File: src/rtl/arith_pkg.sv
// Shared arithmetic constants and types for the serial arithmetic blocks.
package arith_pkg;

  localparam int ARITH_W    = 8;
  localparam int SADD_CNT_W = $clog2(ARITH_W);

  typedef enum logic [1:0] {
    IDLE = 2'd0,
    RUN  = 2'd1,
    DONE = 2'd2
  } sadd_state_t;

endpackage

File: src/rtl/full_adder.sv
// One-bit combinational full adder; the only arithmetic in the serial adder.
module full_adder (
  input  logic a,
  input  logic b,
  input  logic cin,
  output logic s,
  output logic cout
);

  assign s    = a ^ b ^ cin;
  assign cout = (a & b) | (cin & (a ^ b));

endmodule

File: src/rtl/eightbit_serial_adder.sv
// Bit-serial 8-bit two's-complement adder, one bit per clock, result 8 cycles after start.
// Optional EIGHTBIT_SERIAL_ADDER_SUB_EN adds a 'sub' port selecting A - B.
module eightbit_serial_adder
  import arith_pkg::*;
(
  input  logic               clk,
  input  logic               rst_n,
  input  logic               start,
  input  logic [ARITH_W-1:0] A,
  input  logic [ARITH_W-1:0] B,
`ifdef EIGHTBIT_SERIAL_ADDER_SUB_EN
  input  logic               sub,
`endif
  output logic [ARITH_W-1:0] sum,
  output logic               cout,
  output logic               overflow,
  output logic               busy,
  output logic               done
);

  localparam logic [SADD_CNT_W-1:0] LAST_BIT = SADD_CNT_W'(ARITH_W - 1);

  sadd_state_t             state_q, state_d;
  logic [ARITH_W-1:0]      a_sr_q, a_sr_d;
  logic [ARITH_W-1:0]      b_sr_q, b_sr_d;
  logic [ARITH_W-1:0]      r_sr_q, r_sr_d;
  logic                    carry_q, carry_d;
  logic [SADD_CNT_W-1:0]   cnt_q, cnt_d;
  logic [ARITH_W-1:0]      sum_q, sum_d;
  logic                    cout_q, cout_d;
  logic                    ovf_q, ovf_d;

  logic                    fa_s, fa_co;
  logic                    c7_in;
  logic [ARITH_W-1:0]      b_load;
  logic                    cin_load;

`ifdef EIGHTBIT_SERIAL_ADDER_SUB_EN
  // Subtraction is A + ~B + 1: invert B and preset the carry.
  assign b_load   = sub ? ~B : B;
  assign cin_load = sub;
`else
  assign b_load   = B;
  assign cin_load = 1'b0;
`endif

  full_adder u_fa (
    .a    (a_sr_q[0]),
    .b    (b_sr_q[0]),
    .cin  (carry_q),
    .s    (fa_s),
    .cout (fa_co)
  );

  // On the last bit the carry register holds the carry into the sign bit.
  assign c7_in = carry_q;

  always_comb begin
    state_d = state_q;
    a_sr_d  = a_sr_q;
    b_sr_d  = b_sr_q;
    r_sr_d  = r_sr_q;
    carry_d = carry_q;
    cnt_d   = cnt_q;
    sum_d   = sum_q;
    cout_d  = cout_q;
    ovf_d   = ovf_q;

    unique case (state_q)
      IDLE, DONE: begin
        state_d = IDLE;
        if (start) begin
          state_d = RUN;
          a_sr_d  = A;
          b_sr_d  = b_load;
          r_sr_d  = '0;
          carry_d = cin_load;
          cnt_d   = '0;
        end
      end
      RUN: begin
        a_sr_d  = {1'b0, a_sr_q[ARITH_W-1:1]};
        b_sr_d  = {1'b0, b_sr_q[ARITH_W-1:1]};
        r_sr_d  = {fa_s, r_sr_q[ARITH_W-1:1]};
        carry_d = fa_co;
        cnt_d   = cnt_q + 1'b1;
        if (cnt_q == LAST_BIT) begin
          state_d = DONE;
          sum_d   = {fa_s, r_sr_q[ARITH_W-1:1]};
          cout_d  = fa_co;
          ovf_d   = c7_in ^ fa_co;
        end
      end
      default: state_d = IDLE;
    endcase
  end

  always_ff @(posedge clk) begin
    if (!rst_n) begin
      state_q <= IDLE;
      a_sr_q  <= '0;
      b_sr_q  <= '0;
      r_sr_q  <= '0;
      carry_q <= 1'b0;
      cnt_q   <= '0;
      sum_q   <= '0;
      cout_q  <= 1'b0;
      ovf_q   <= 1'b0;
    end else begin
      state_q <= state_d;
      a_sr_q  <= a_sr_d;
      b_sr_q  <= b_sr_d;
      r_sr_q  <= r_sr_d;
      carry_q <= carry_d;
      cnt_q   <= cnt_d;
      sum_q   <= sum_d;
      cout_q  <= cout_d;
      ovf_q   <= ovf_d;
    end
  end

  assign sum      = sum_q;
  assign cout     = cout_q;
  assign overflow = ovf_q;
  assign busy     = (state_q == RUN);
  assign done     = (state_q == DONE);

endmodule

File: config.mk
export PLATFORM = sky130hd
export DESIGN_NAME = eightbit_serial_adder
export DESIGN_NICKNAME = d
export VERILOG_FILES = /design/src/rtl/arith_pkg.sv /design/src/rtl/full_adder.sv /design/src/rtl/eightbit_serial_adder.sv
export SDC_FILE = /design/constraint.sdc
export NUM_CORES = 1
export LEC_CHECK = 0
export BUFFER_PORTS_ARGS = -buffer_cell sky130_fd_sc_hd__buf_4
export CORE_AREA = 3 3 55 108
export DETAILED_ROUTE_END_ITERATION = 8
export DIE_AREA = 0 0 58 111
export PLACE_DENSITY_LB_ADDON = 0.2
export SYNTH_ARGS = -nofsm -noshare
export SYNTH_HDL_FRONTEND = slang
export SYNTH_SLANG_ARGS = --single-unit
File: constraint.sdc
create_clock -name clk -period 1.7 [get_ports clk]
set_input_delay 0.17 -clock clk [delete_from_list [all_inputs] [get_ports clk]]
set_output_delay 0.17 -clock clk [all_outputs]
set_load 0.1 [all_outputs]
==> results_tabular.tex, run 1 <==
\begin{tabular}{lr}
\hline
Metric & Value \\
\hline
\multicolumn{2}{l}{\textbf{Synth}} \\
\quad Average cell area after synthesis & 8.436 µm² \\
\quad Leading cell types by count after synthesis & sky130\_fd\_sc\_hd\_\_nand2\_1 (56), sky130\_fd\_sc\_hd\_\_dfxtp\_1 (39), sky130\_fd\_sc\_hd\_\_o21ai\_0 (15), sky130\_fd\_sc\_hd\_\_a31oi\_1 (14), sky130\_fd\_sc\_hd\_\_a21boi\_0 (11) \\
\quad Area share of the largest cell type after synthesis & a little under half \\
\quad Fraction of synthesized area in multiplexers & 0\% \\
\quad Sequential area share after synthesis & roughly 48\% \\
\quad Fraction of registers with async set/reset & 0\% \\
\quad Number of enable flip-flop cells after synthesis & 0 \\
\quad Unique cell type count in the Yosys netlist & 27 \\
\quad Fraction of the mapped netlist area in compound gates & 20.80\% \\
\quad Library cell with the highest instance count after synthesis & sky130\_fd\_sc\_hd\_\_nand2\_1 \\
\quad Largest family of logic cells by synthesized area & simple AND/OR/NAND/NOR gates \\
\quad Yosys synthesis warning count & 0 \\
\quad Syn Inst Count & approximately 190 \\
\quad Cell type with the largest total area after synthesis & sky130\_fd\_sc\_hd\_\_dfxtp\_1 \\
\quad Synth Area in Adders & 2.752\% \\
\quad Post-synth top flop & sky130\_fd\_sc\_hd\_\_dfxtp\_1 \\
\quad Mapped Area & 0.001637 mm² \\
\quad Post-synthesis net count & 216 \\
\quad Count of state elements after synthesis & 39 \\
\quad Area share of and/or/nand/nor cells after synthesis & 21.02\% \\
\quad Synth Area in XOR/XNOR & 0.5352\% \\
\quad Dominant cells by area after synthesis & sky130\_fd\_sc\_hd\_\_dfxtp\_1 (48\%), sky130\_fd\_sc\_hd\_\_nand2\_1 (13\%), sky130\_fd\_sc\_hd\_\_a31oi\_1 (5.4\%) \\
\multicolumn{2}{l}{\textbf{Finish}} \\
\quad Area of the multi-input gates & 740.7 µm² \\
\quad Fraction of layout cells with a size suffix above 1 & 20.72\% \\
\quad N\_diodes & 0 \\
\quad Count of nets after finishing & 243 \\
\quad Post-route standard cell area excluding fillers & 0.001989 mm² \\
\quad Layout overhead on the synthesized area & 21.56\% \\
\quad Final standard cell count with taps included and fillers excluded & 280 \\
\quad Filler Cell Count & 571 \\
\quad Area of all sequential standard cells & between 700 and 800 µm² \\
\multicolumn{2}{l}{\textbf{Setup path}} \\
\quad Slowest cell delay on critical path & 0.41 ns \\
\quad Family of cells with the greatest summed delay on the critical path & buffers and inverters \\
\quad Type of element capturing the critical path & output port \\
\quad Critical path startpoint category & flip-flop \\
\quad Crit path buffers/inverters & 2 \\
\quad Crit Path Class & reg -> out \\
\quad Critical path's slowest cell & sky130\_fd\_sc\_hd\_\_dfxtp\_1 \\
\quad Data arrival time of the worst path & 1.32 ns \\
\quad Req. time, crit path & around 1.5 ns \\
\quad Maximum fanout count along the critical path & 10 \\
\quad List of cells traversed by the critical path & nand2b\_1, inv\_2, buf\_4 \\
\multicolumn{2}{l}{\textbf{Clocking}} \\
\quad Number of hold-repair buffers added at the cts stage & 0 \\
\quad Clock-pin slew on the worst setup and hold paths & roughly 0.08 ns \\
\quad Sinks on the clock net & 39 \\
\quad CTS H-Tree Depth & 2 \\
\quad Cts bufs inserted & 5 \\
\quad Max Buffers Root-to-Sink & 2 \\
\quad TritonCTS clock tree & built \\
\quad Number of setup buffers added after CTS & 0 \\
\quad Worst skew pair latency & approximately 0.29 ns \\
\quad Clock root buffer master & sky130\_fd\_sc\_hd\_\_clkbuf\_8 \\
\quad Post-cts gate resize count & 0 \\
\multicolumn{2}{l}{\textbf{Global route}} \\
\quad Global-route usage over all layers & between 10\% and 20\% \\
\quad Initial antenna violation count & 0 \\
\quad Global-route wire length before repair & about 6 mm \\
\quad Pin count of the biggest net entering global routing & 40 \\
\quad Total overflow reported by the global router & 0 \\
\quad Number of global-route vias before repair & 1,304 \\
\multicolumn{2}{l}{\textbf{Route}} \\
\quad Total iterations of the first detailed-routing run & 4 \\
\quad DR vias/cell & approximately 4.9 \\
\quad Average wire per standard cell & 12.10 µm \\
\quad Detailed-route wire length & 3.389 mm \\
\quad Detailed-route DRC error count & 0 \\
\quad Total vias in the final route & 1,367 \\
\quad Initial DRC count & 17 \\
\quad Antenna-violating nets left & 0 \\
\multicolumn{2}{l}{\textbf{STA}} \\
\quad Worst slew margin & about two thirds \\
\quad Max-slew violations & 0 \\
\quad Unrepaired setup endpoints after global routing & false \\
\quad Final setup viols & 0 \\
\quad Final clock period utilization by the worst path & 87.85\% \\
\quad Slew at the pin with the worst max-slew slack & 0.4931 ns \\
\quad Sum of negative setup slack & 0 ns \\
\quad Setup Skew & 0.006533 ns \\
\quad Clock period minus final worst setup slack & 1.493 ns \\
\quad Fmax & 669.6 MHz \\
\quad Hold violation count in the final report & 0 \\
\multicolumn{2}{l}{\textbf{Die}} \\
\quad Horizontal extent of the die & 58 µm \\
\quad Area of the die & about 0.0064 mm² \\
\quad I/O Pins & 31 \\
\quad Rows & 37 \\
\quad Core Box Area & a little over 0.005 mm² \\
\quad Vert. Die Dim & 111 µm \\
\quad Effective utilization at floorplan & 31.56\% \\
\multicolumn{2}{l}{\textbf{Placed design}} \\
\quad Post-DP Area & 0.001872 mm² \\
\quad Final weighted congestion of routability-driven global placement & 0.7158 \\
\quad Count of input and output buffers & 30 \\
\quad Total placed cells including tap cells & approximately 270 \\
\quad Placed wire-length estimate & 2.386 mm \\
\multicolumn{2}{l}{\textbf{Power and ir drop}} \\
\quad Worst vdd ir & 0.0006371 V \\
\quad Standby leakage power & 0.8024 nW \\
\quad Power density over the cells & 995.6 mW/mm² \\
\multicolumn{2}{l}{\textbf{Hold path}} \\
\quad Class of the worst hold path & in -> reg \\
\multicolumn{2}{l}{\textbf{Outcome}} \\
\quad Result of the run & finished, final reports clean \\
\multicolumn{2}{l}{\textbf{Job}} \\
\quad Number of maximum-capacitance violations & 0 \\
\hline
\end{tabular}
==> cell type report <==
| type | count | area share, % |
|---|---|---|
| Clock buffer | 6 | 4.151 |
| Clock inverter | 2 | 1.761 |
| Inverter | 4 | 0.7547 |
| Multi-Input combinational cell | 136 | 37.23 |
| Sequential cell | 39 | 39.25 |
| Tap cell | 58 | 3.648 |
| Timing Repair Buffer | 35 | 13.21 |
==> flip-flops by register name, summed over array words and instances (netlist names) <==
| name | cells |
|---|---|
| b_sr_q | 8 |
| cnt_q | 3 |
| sum | 8 |
| state_q | 2 |
| overflow | 1 |
| r_sr_q | 7 |
| a_sr_q | 8 |
| cout | 1 |
| c7_in | 1 |
==> where the power goes <==
part	switching (mW)	leakage [nW]	internal (mW)	total, mW
Sequential	0.0214	0.318	0.955	0.977
Clock	0.321	0.0612	0.475	0.796
Combinational	0.122	0.423	0.0865	0.208
==> metal layers <==
| metal | vias to the layer above | global-route usage (%) | wire length [µm] |
|---|---|---|---|
| li1 | 704 | - | - |
| met5 | - | 0 | 0 |
| met4 | 0 | 5.573 | 64 |
| met3 | 4 | 2.098 | 109 |
| met2 | 22 | 21.22 | 1858 |
| met1 | 637 | 12.01 | 1357 |
==> through the flow <==
step	hold slack, ns	utilization [%]	total power, mW	worst slack (ns)
global placement	0.4434	36.10	1.210	0.3069
floorplan	0.3149	-	1.150	0.3169
global route	0.1531	38.37	2.075	0.07409
finish	0.1365	38.37	1.981	0.2066
CTS	0.1303	38.37	2.015	0.1751
detailed placement	0.4410	36.10	1.211	0.2808
==> placed cells by master, fill, tap and decap left out, types with 2 or more instances in the layout <==
cell and n:
sky130_fd_sc_hd__and2_1 2, sky130_fd_sc_hd__o211a_1 2, sky130_fd_sc_hd__a21boi_0 11, sky130_fd_sc_hd__buf_4 35
sky130_fd_sc_hd__and3_1 2, sky130_fd_sc_hd__o21ai_0 15, sky130_fd_sc_hd__o21a_1 3, sky130_fd_sc_hd__inv_1 3
sky130_fd_sc_hd__nand2b_1 2, sky130_fd_sc_hd__dfxtp_1 39, sky130_fd_sc_hd__a21boi_1 7, sky130_fd_sc_hd__nand2_1 56
sky130_fd_sc_hd__clkbuf_8 6, sky130_fd_sc_hd__a31oi_1 14, sky130_fd_sc_hd__nand3_1 10, sky130_fd_sc_hd__ha_1 2
sky130_fd_sc_hd__nor2_1 3
==> final timing paths <==
kind / start / slack [ns] / cells after the start / end
worst max register to register: state_q[0] / 0.29 / 4 / b_sr_q[7]
worst max-delay path: state_q[0] / 0.21 / 3 / busy
worst min register to register: sum[0] / 0.46 / 2 / sum[0]
worst min-delay path: A[7] / 0.14 / 3 / a_sr_q[7]
==> worst reg2reg max path, cell delays in order (launching register included) <==
cell and delay [ns]:
sky130_fd_sc_hd__dfxtp_1 0.41, sky130_fd_sc_hd__nand2b_1 0.44, sky130_fd_sc_hd__buf_4 0.25, sky130_fd_sc_hd__nand3_1 0.08, sky130_fd_sc_hd__a21boi_0 0.16
==> cells by family after synthesis <==
logic type	count (synthesis)
buf+inv	19
fa+ha+maj	3
xor+xnor	1
simple gates	80
flops	39
compound gates	52
Note: power is estimated with default switching activity, not from simulation.
==> run 2, diff against run 1 <==
CELL_PAD_IN_SITES_DETAIL_PLACEMENT = 0   (was not set)
CELL_PAD_IN_SITES_GLOBAL_PLACEMENT = 1   (was not set)
==> run 2 against run 1 <==
Net effect:
- critical path depth unchanged
- register-to-register slack improved by 0.06 ns
- total power fell by 8.1%
- global-route usage up 1.3 points
- die area did not move
==> results_tabular.tex, run 2 (synthesized netlist as in run 1, its figures left out) <==
\begin{tabular}{lr}
\hline
Metric & Value \\
\hline
\multicolumn{2}{l}{\textbf{STA}} \\
\quad Unrepaired setup endpoints after global routing & false \\
\quad Slew at the pin with the worst max-slew slack & 0.3252 ns \\
\quad Clock period minus final worst setup slack & 1.526 ns \\
\quad Fmax & around 660 MHz \\
\quad Final clock period utilization by the worst path & 89.77\% \\
\quad Worst hold slack after final layout & 0.1417 ns \\
\quad Final setup viols & 0 \\
\quad Worst slew margin & around 78\% \\
\quad Setup Skew & 0.005032 ns \\
\quad Max-slew violations & 0 \\
\quad Sum of negative setup slack & 0 ns \\
\quad Hold violation count in the final report & 0 \\
\multicolumn{2}{l}{\textbf{Clocking}} \\
\quad TritonCTS clock tree & built \\
\quad Number of setup buffers added after CTS & 0 \\
\quad CTS H-Tree Depth & 2 \\
\quad Cts bufs inserted & 5 \\
\quad Worst skew pair latency & 0.29 ns \\
\quad Sinks on the clock net & 39 \\
\quad Number of hold-repair buffers added at the cts stage & 0 \\
\quad Clock root buffer master & sky130\_fd\_sc\_hd\_\_clkbuf\_8 \\
\quad Post-cts gate resize count & 0 \\
\quad Max Buffers Root-to-Sink & 2 \\
\quad Clock-pin slew on the worst setup and hold paths & about 0.07 ns \\
\multicolumn{2}{l}{\textbf{Finish}} \\
\quad N\_diodes & 0 \\
\quad Leading cell types in the layout, fill and taps excluded & sky130\_fd\_sc\_hd\_\_nand2\_1 (56), sky130\_fd\_sc\_hd\_\_dfxtp\_1 (39), sky130\_fd\_sc\_hd\_\_buf\_4 (33) \\
\quad Fraction of layout cells with a size suffix above 1 & 20.00\% \\
\quad Count of nets after finishing & roughly 240 \\
\quad End-of-flow core utilization & 37.89\% \\
\quad Post-route standard cell area excluding fillers & 0.001964 mm² \\
\quad Commonest non-fill, non-tap cell in the layout & sky130\_fd\_sc\_hd\_\_nand2\_1 \\
\quad Filler Cell Count & 596 \\
\quad Layout overhead on the synthesized area & 20.03\% \\
\multicolumn{2}{l}{\textbf{Power and ir drop}} \\
\quad Standby leakage power & 0.7888 nW \\
\quad Power density over the cells & slightly above 900 mW/mm² \\
\quad Worst vdd ir & approximately 0.00052 V \\
\quad Final Total Pwr & 1.821 mW \\
\multicolumn{2}{l}{\textbf{Die}} \\
\quad Horizontal extent of the die & 58 µm \\
\quad Vert. Die Dim & 111 µm \\
\quad Effective utilization at floorplan & between 30\% and 40\% \\
\quad Area of the die & $\sim$0.0064 mm² \\
\quad Rows & 37 \\
\quad Core Box Area & 0.005185 mm² \\
\quad I/O Pins & 31 \\
\multicolumn{2}{l}{\textbf{Hold path}} \\
\quad Class of the worst hold path & in -> reg \\
\multicolumn{2}{l}{\textbf{Global route}} \\
\quad Total overflow reported by the global router & 0 \\
\quad Pin count of the biggest net entering global routing & 40 \\
\quad Initial antenna violation count & 0 \\
\quad Global-route wire length before repair & around 6.4 mm \\
\quad Global-route usage over all layers & 12.86\% \\
\quad Number of global-route vias before repair & 1,400 \\
\multicolumn{2}{l}{\textbf{Placed design}} \\
\quad Final weighted congestion of routability-driven global placement & $\sim$0.7 \\
\quad Placed wire-length estimate & 2.553 mm \\
\quad Post-DP Area & about 0.0019 mm² \\
\quad Count of input and output buffers & 30 \\
\multicolumn{2}{l}{\textbf{Setup path}} \\
\quad Family of cells with the greatest summed delay on the critical path & buffers and inverters \\
\quad Type of element capturing the critical path & output port \\
\quad Data arrival time of the worst path & 1.36 ns \\
\quad List of cells traversed by the critical path & nand2b\_1, inv\_2, buf\_4 \\
\quad Critical path startpoint category & flip-flop \\
\quad Slowest cell delay on critical path & between 0.4 and 0.5 ns \\
\quad Maximum fanout count along the critical path & 10 \\
\quad Critical path's slowest cell & sky130\_fd\_sc\_hd\_\_dfxtp\_1 \\
\quad Req. time, crit path & approximately 1.5 ns \\
\quad Crit Path Class & reg -> out \\
\quad Crit path buffers/inverters & 2 \\
\multicolumn{2}{l}{\textbf{Route}} \\
\quad Detailed-route wire length & 3.659 mm \\
\quad Initial DRC count & 23 \\
\quad DR vias/cell & 4.935 \\
\quad Total iterations of the first detailed-routing run & 3 \\
\quad Total vias in the final route & 1,372 \\
\quad Detailed-route DRC error count & 0 \\
\quad Antenna-violating nets left & 0 \\
\quad Average wire per standard cell & 13.16 µm \\
\multicolumn{2}{l}{\textbf{Job}} \\
\quad Number of maximum-capacitance violations & 0 \\
\multicolumn{2}{l}{\textbf{Outcome}} \\
\quad Result of the run & finished, final reports clean \\
\hline
\end{tabular}
-- run 2: changes by cell type in the layout (fill, tap and decap cells not counted), sizes merged --
cell and delta:
bufinv -1, buf -1
-- run 2: cell type report --
class                   instances  area [µm²]  share of cell area [%]
repair buffers                 34       267.8                   13.63
well taps                      58       72.57                   3.694
clock inverters                 1       5.005                  0.2548
clock buffers                   6       82.58                   4.204
multi-input cells             136       740.7                   37.71
inverters                       4       15.01                  0.7643
flip-flops and latches         39       780.7                   39.75
-- run 2: worst reg2reg max path, cell delays in order (launching register included) --
cell,delay (ns)
sky130_fd_sc_hd__dfxtp_1,0.33
sky130_fd_sc_hd__ha_1,0.20
sky130_fd_sc_hd__ha_1,0.20
sky130_fd_sc_hd__and3b_2,0.30
sky130_fd_sc_hd__o211a_1,0.23
-- run 2: metrics by stage --
stage / worst slack, ns / cells
6_report: 0.1738 / 278
5_1_grt: 0.04164 / 278
4_1_cts: 0.1248 / 278
3_5_place_dp: 0.3509 / 271
3_3_place_gp: 0.3845 / 271
2_1_floorplan: 0.3169 / 194
-- run 2: worst paths after layout --
| check | startpoint | slack (ns) | end | depth (start not counted) |
|---|---|---|---|---|
| worst max-delay path | state_q[0] | 0.17 | busy | 3 |
| worst min-delay path | A[2] | 0.14 | a_sr_q[2] | 3 |
| worst max register to register | cnt_q[0] | 0.35 | cout | 4 |
| worst min register to register | sum[0] | 0.46 | sum[0] | 2 |
-- run 2: routing by layer --
layer | up-vias | wire length, µm | GRT usage [%]
li1 | 703 | - | -
met1 | 635 | 1436 | 13.74
met2 | 28 | 1978 | 22.43
met3 | 6 | 143 | 3.030
met4 | 0 | 100 | 6.656
met5 | - | 0 | 0
-- run 2: where the power goes --
| part | total, mW | internal (mW) | switching, mW | leakage, nW |
|---|---|---|---|---|
| clock | 0.628 | 0.318 | 0.310 | 0.0470 |
| combinational | 0.216 | 0.0897 | 0.126 | 0.424 |
| sequential | 0.977 | 0.955 | 0.0216 | 0.318 |
==> run 3, diff against run 2 <==
clock period = 1.8 ns   (was 1.7 ns; I/O delays follow)
==> run 3 against run 2 <==
Net effect:
- die area unchanged
- largest power group unchanged
- critical endpoint unchanged
- global-route usage is 0.78 points lower
- non-clock buffer count grew 1
- combinational power decreased by 7%
- wire length fell by 4.0%
- critical path depth stayed put
==> results_tabular.tex, run 3 (synthesized netlist as in run 1, its figures left out) <==
\begin{tabular}{lr}
\hline
Metric & Value \\
\hline
\multicolumn{2}{l}{\textbf{STA}} \\
\quad Hold violation count in the final report & 0 \\
\quad Worst-case setup margin in the final layout & 0.2818 ns \\
\quad Final clock period utilization by the worst path & 84.34\% \\
\quad Max-slew violations & 0 \\
\quad Final setup viols & 0 \\
\quad Clock period minus final worst setup slack & $\sim$1.5 ns \\
\quad Worst slew margin & between 70 and 80\% \\
\quad Slew at the pin with the worst max-slew slack & 0.4020 ns \\
\quad Unrepaired setup endpoints after global routing & false \\
\quad Setup Skew & 0.007859 ns \\
\quad Sum of negative setup slack & 0 ns \\
\quad Fmax & approximately 660 MHz \\
\multicolumn{2}{l}{\textbf{Finish}} \\
\quad Layout overhead on the synthesized area & 21.56\% \\
\quad Commonest non-fill, non-tap cell in the layout & sky130\_fd\_sc\_hd\_\_nand2\_1 \\
\quad N\_diodes & 0 \\
\quad Fraction of layout cells with a size suffix above 1 & 20.72\% \\
\quad Leading cell types in the layout, fill and taps excluded & sky130\_fd\_sc\_hd\_\_nand2\_1 (56), sky130\_fd\_sc\_hd\_\_dfxtp\_1 (39), sky130\_fd\_sc\_hd\_\_buf\_4 (35) \\
\quad Count of nets after finishing & around 240 \\
\multicolumn{2}{l}{\textbf{Global route}} \\
\quad Total overflow reported by the global router & 0 \\
\quad Global-route usage over all layers & 12.08\% \\
\quad Initial antenna violation count & 0 \\
\quad Pin count of the biggest net entering global routing & 40 \\
\quad Number of global-route vias before repair & between 1k and 1.5k \\
\quad Global-route wire length before repair & 6.092 mm \\
\multicolumn{2}{l}{\textbf{Setup path}} \\
\quad Slowest cell delay on critical path & 0.41 ns \\
\quad Crit Path Class & reg -> out \\
\quad Critical path startpoint category & flip-flop \\
\quad Reg-to-reg setup timing slack & around 0.42 ns \\
\quad List of cells traversed by the critical path & nand2b\_1, inv\_2, buf\_4 \\
\quad Maximum fanout count along the critical path & 10 \\
\quad Data arrival time of the worst path & 1.34 ns \\
\quad Req. time, crit path & 1.62 ns \\
\quad Type of element capturing the critical path & output port \\
\quad Critical path's slowest cell & sky130\_fd\_sc\_hd\_\_dfxtp\_1 \\
\multicolumn{2}{l}{\textbf{Clocking}} \\
\quad TritonCTS clock tree & built \\
\quad Number of hold-repair buffers added at the cts stage & 0 \\
\quad Sinks on the clock net & 39 \\
\quad CTS H-Tree Depth & 2 \\
\quad Worst skew pair latency & 0.29 ns \\
\quad Clock root buffer master & sky130\_fd\_sc\_hd\_\_clkbuf\_8 \\
\quad Clock-pin slew on the worst setup and hold paths & 0.08 ns \\
\quad Post-cts gate resize count & 0 \\
\quad Cts bufs inserted & 5 \\
\quad Number of setup buffers added after CTS & 0 \\
\quad Max Buffers Root-to-Sink & 2 \\
\multicolumn{2}{l}{\textbf{Route}} \\
\quad Total vias in the final route & 1,367 \\
\quad Detailed-route wire length & 3.512 mm \\
\quad WL met3 & 119 µm \\
\quad DR vias/cell & 4.882 \\
\quad Uppermost metal layer occupied by signal nets & met4 \\
\quad Met2 routed wirelength & 1.923 mm \\
\quad Total iterations of the first detailed-routing run & 4 \\
\quad Routed metal-1 wire length & 1.388 mm \\
\quad Antenna-violating nets left & 0 \\
\quad Initial DRC count & 21 \\
\quad Detailed-route DRC error count & 0 \\
\quad Average wire per standard cell & between 10 and 15 µm \\
\multicolumn{2}{l}{\textbf{Power and ir drop}} \\
\quad Power density over the cells & between 900 and 1000 mW/mm² \\
\quad Worst vdd ir & $\sim$0.00052 V \\
\quad Relative contribution of the clock network to total power & $\sim$40\% \\
\quad Flop pwr share & 49.3\% \\
\quad Switching fraction of total power & 23.45\% \\
\quad Internal power & between 1 and 1.5 mW \\
\quad Combinational share of power & 10.7\% \\
\quad Net switching power & 0.4391 mW \\
\quad Standby leakage power & $\sim$0.8 nW \\
\multicolumn{2}{l}{\textbf{Outcome}} \\
\quad Result of the run & finished, final reports clean \\
\multicolumn{2}{l}{\textbf{Placed design}} \\
\quad Count of input and output buffers & 30 \\
\quad Worst Setup Slack post-DPL & 0.4336 ns \\
\quad Final weighted congestion of routability-driven global placement & 0.7074 \\
\quad Placed wire-length estimate & between 2 and 3 mm \\
\multicolumn{2}{l}{\textbf{Die}} \\
\quad I/O Pins & 31 \\
\quad Rows & 37 \\
\quad Core Box Area & 0.005185 mm² \\
\quad Area of the die & 0.006438 mm² \\
\quad Effective utilization at floorplan & 31.56\% \\
\quad Horizontal extent of the die & 58 µm \\
\quad Vert. Die Dim & roughly 110 µm \\
\multicolumn{2}{l}{\textbf{Job}} \\
\quad Number of maximum-capacitance violations & 0 \\
\multicolumn{2}{l}{\textbf{Hold path}} \\
\quad Class of the worst hold path & in -> reg \\
\hline
\end{tabular}
-- run 3: cell count changes in the layout (fill, tap and decap cells not counted) --
cell / previous run / this run
sky130_fd_sc_hd__buf_4: 33 / 35
sky130_fd_sc_hd__bufinv_16: 0 / 1
sky130_fd_sc_hd__buf_12: 1 / 0
-- run 3: critical path, delay by kind of cell (launching register included) --
kind                   cells  cell delay, ns
AND/OR/NAND/NOR            1            0.13
flip-flops                 1            0.41
buffers and inverters      2            0.52
-- run 3: area by class of cell --
type	instances	area, µm²
clock buffers	6	82.58
clock inverters	2	35.03
fillers	566	3196
inverters	4	15.01
multi-input cells	136	740.7
flip-flops and latches	39	780.7
well taps	58	72.57
repair buffers	35	262.8
-- run 3: per-stage QoR --
| stage | hold slack [ns] | util (%) | cell area [µm²] | cells | total power [mW] |
|---|---|---|---|---|---|
| 2_1_floorplan | 0.3249 | - | 1639 | 194 | 1.086 |
| 3_3_place_gp | 0.4439 | 36.10 | 1872 | 272 | 1.146 |
| 3_5_place_dp | 0.4439 | 36.10 | 1872 | 272 | 1.149 |
| 4_1_cts | 0.1356 | 38.37 | 1989 | 280 | 1.909 |
| 5_1_grt | 0.1427 | 38.37 | 1989 | 280 | 1.963 |
| 6_report | 0.1488 | 38.37 | 1989 | 280 | 1.873 |
-- run 3: per-layer routing --
| layer | vias up | track usage [%] |
|---|---|---|
| li1 | 707 | - |
| met1 | 629 | 12.75 |
| met2 | 25 | 21.37 |
| met3 | 6 | 3.147 |
| met4 | 0 | 5.573 |
| met5 | - | 0 |
-- run 3: worst paths after layout --
kind / depth (start not counted) / to / from
worst max-delay path: 3 / busy / state_q[0]
worst min-delay path: 3 / b_sr_q[3] / B[3]
worst max register to register: 5 / overflow / c7_in
worst min register to register: 2 / sum[0] / r_sr_q[1]
-- run 3: power groups by stage --
| stage | clock network [mW] | registers, mW | logic, mW |
|---|---|---|---|
| 2_1_floorplan | 0 | 0.937 | 0.149 |
| 3_3_place_gp | 0 | 0.942 | 0.204 |
| 3_5_place_dp | 0 | 0.943 | 0.206 |
| 4_1_cts | 0.779 | 0.923 | 0.207 |
| 5_1_grt | 0.807 | 0.928 | 0.227 |
| 6_report | 0.749 | 0.922 | 0.201 |
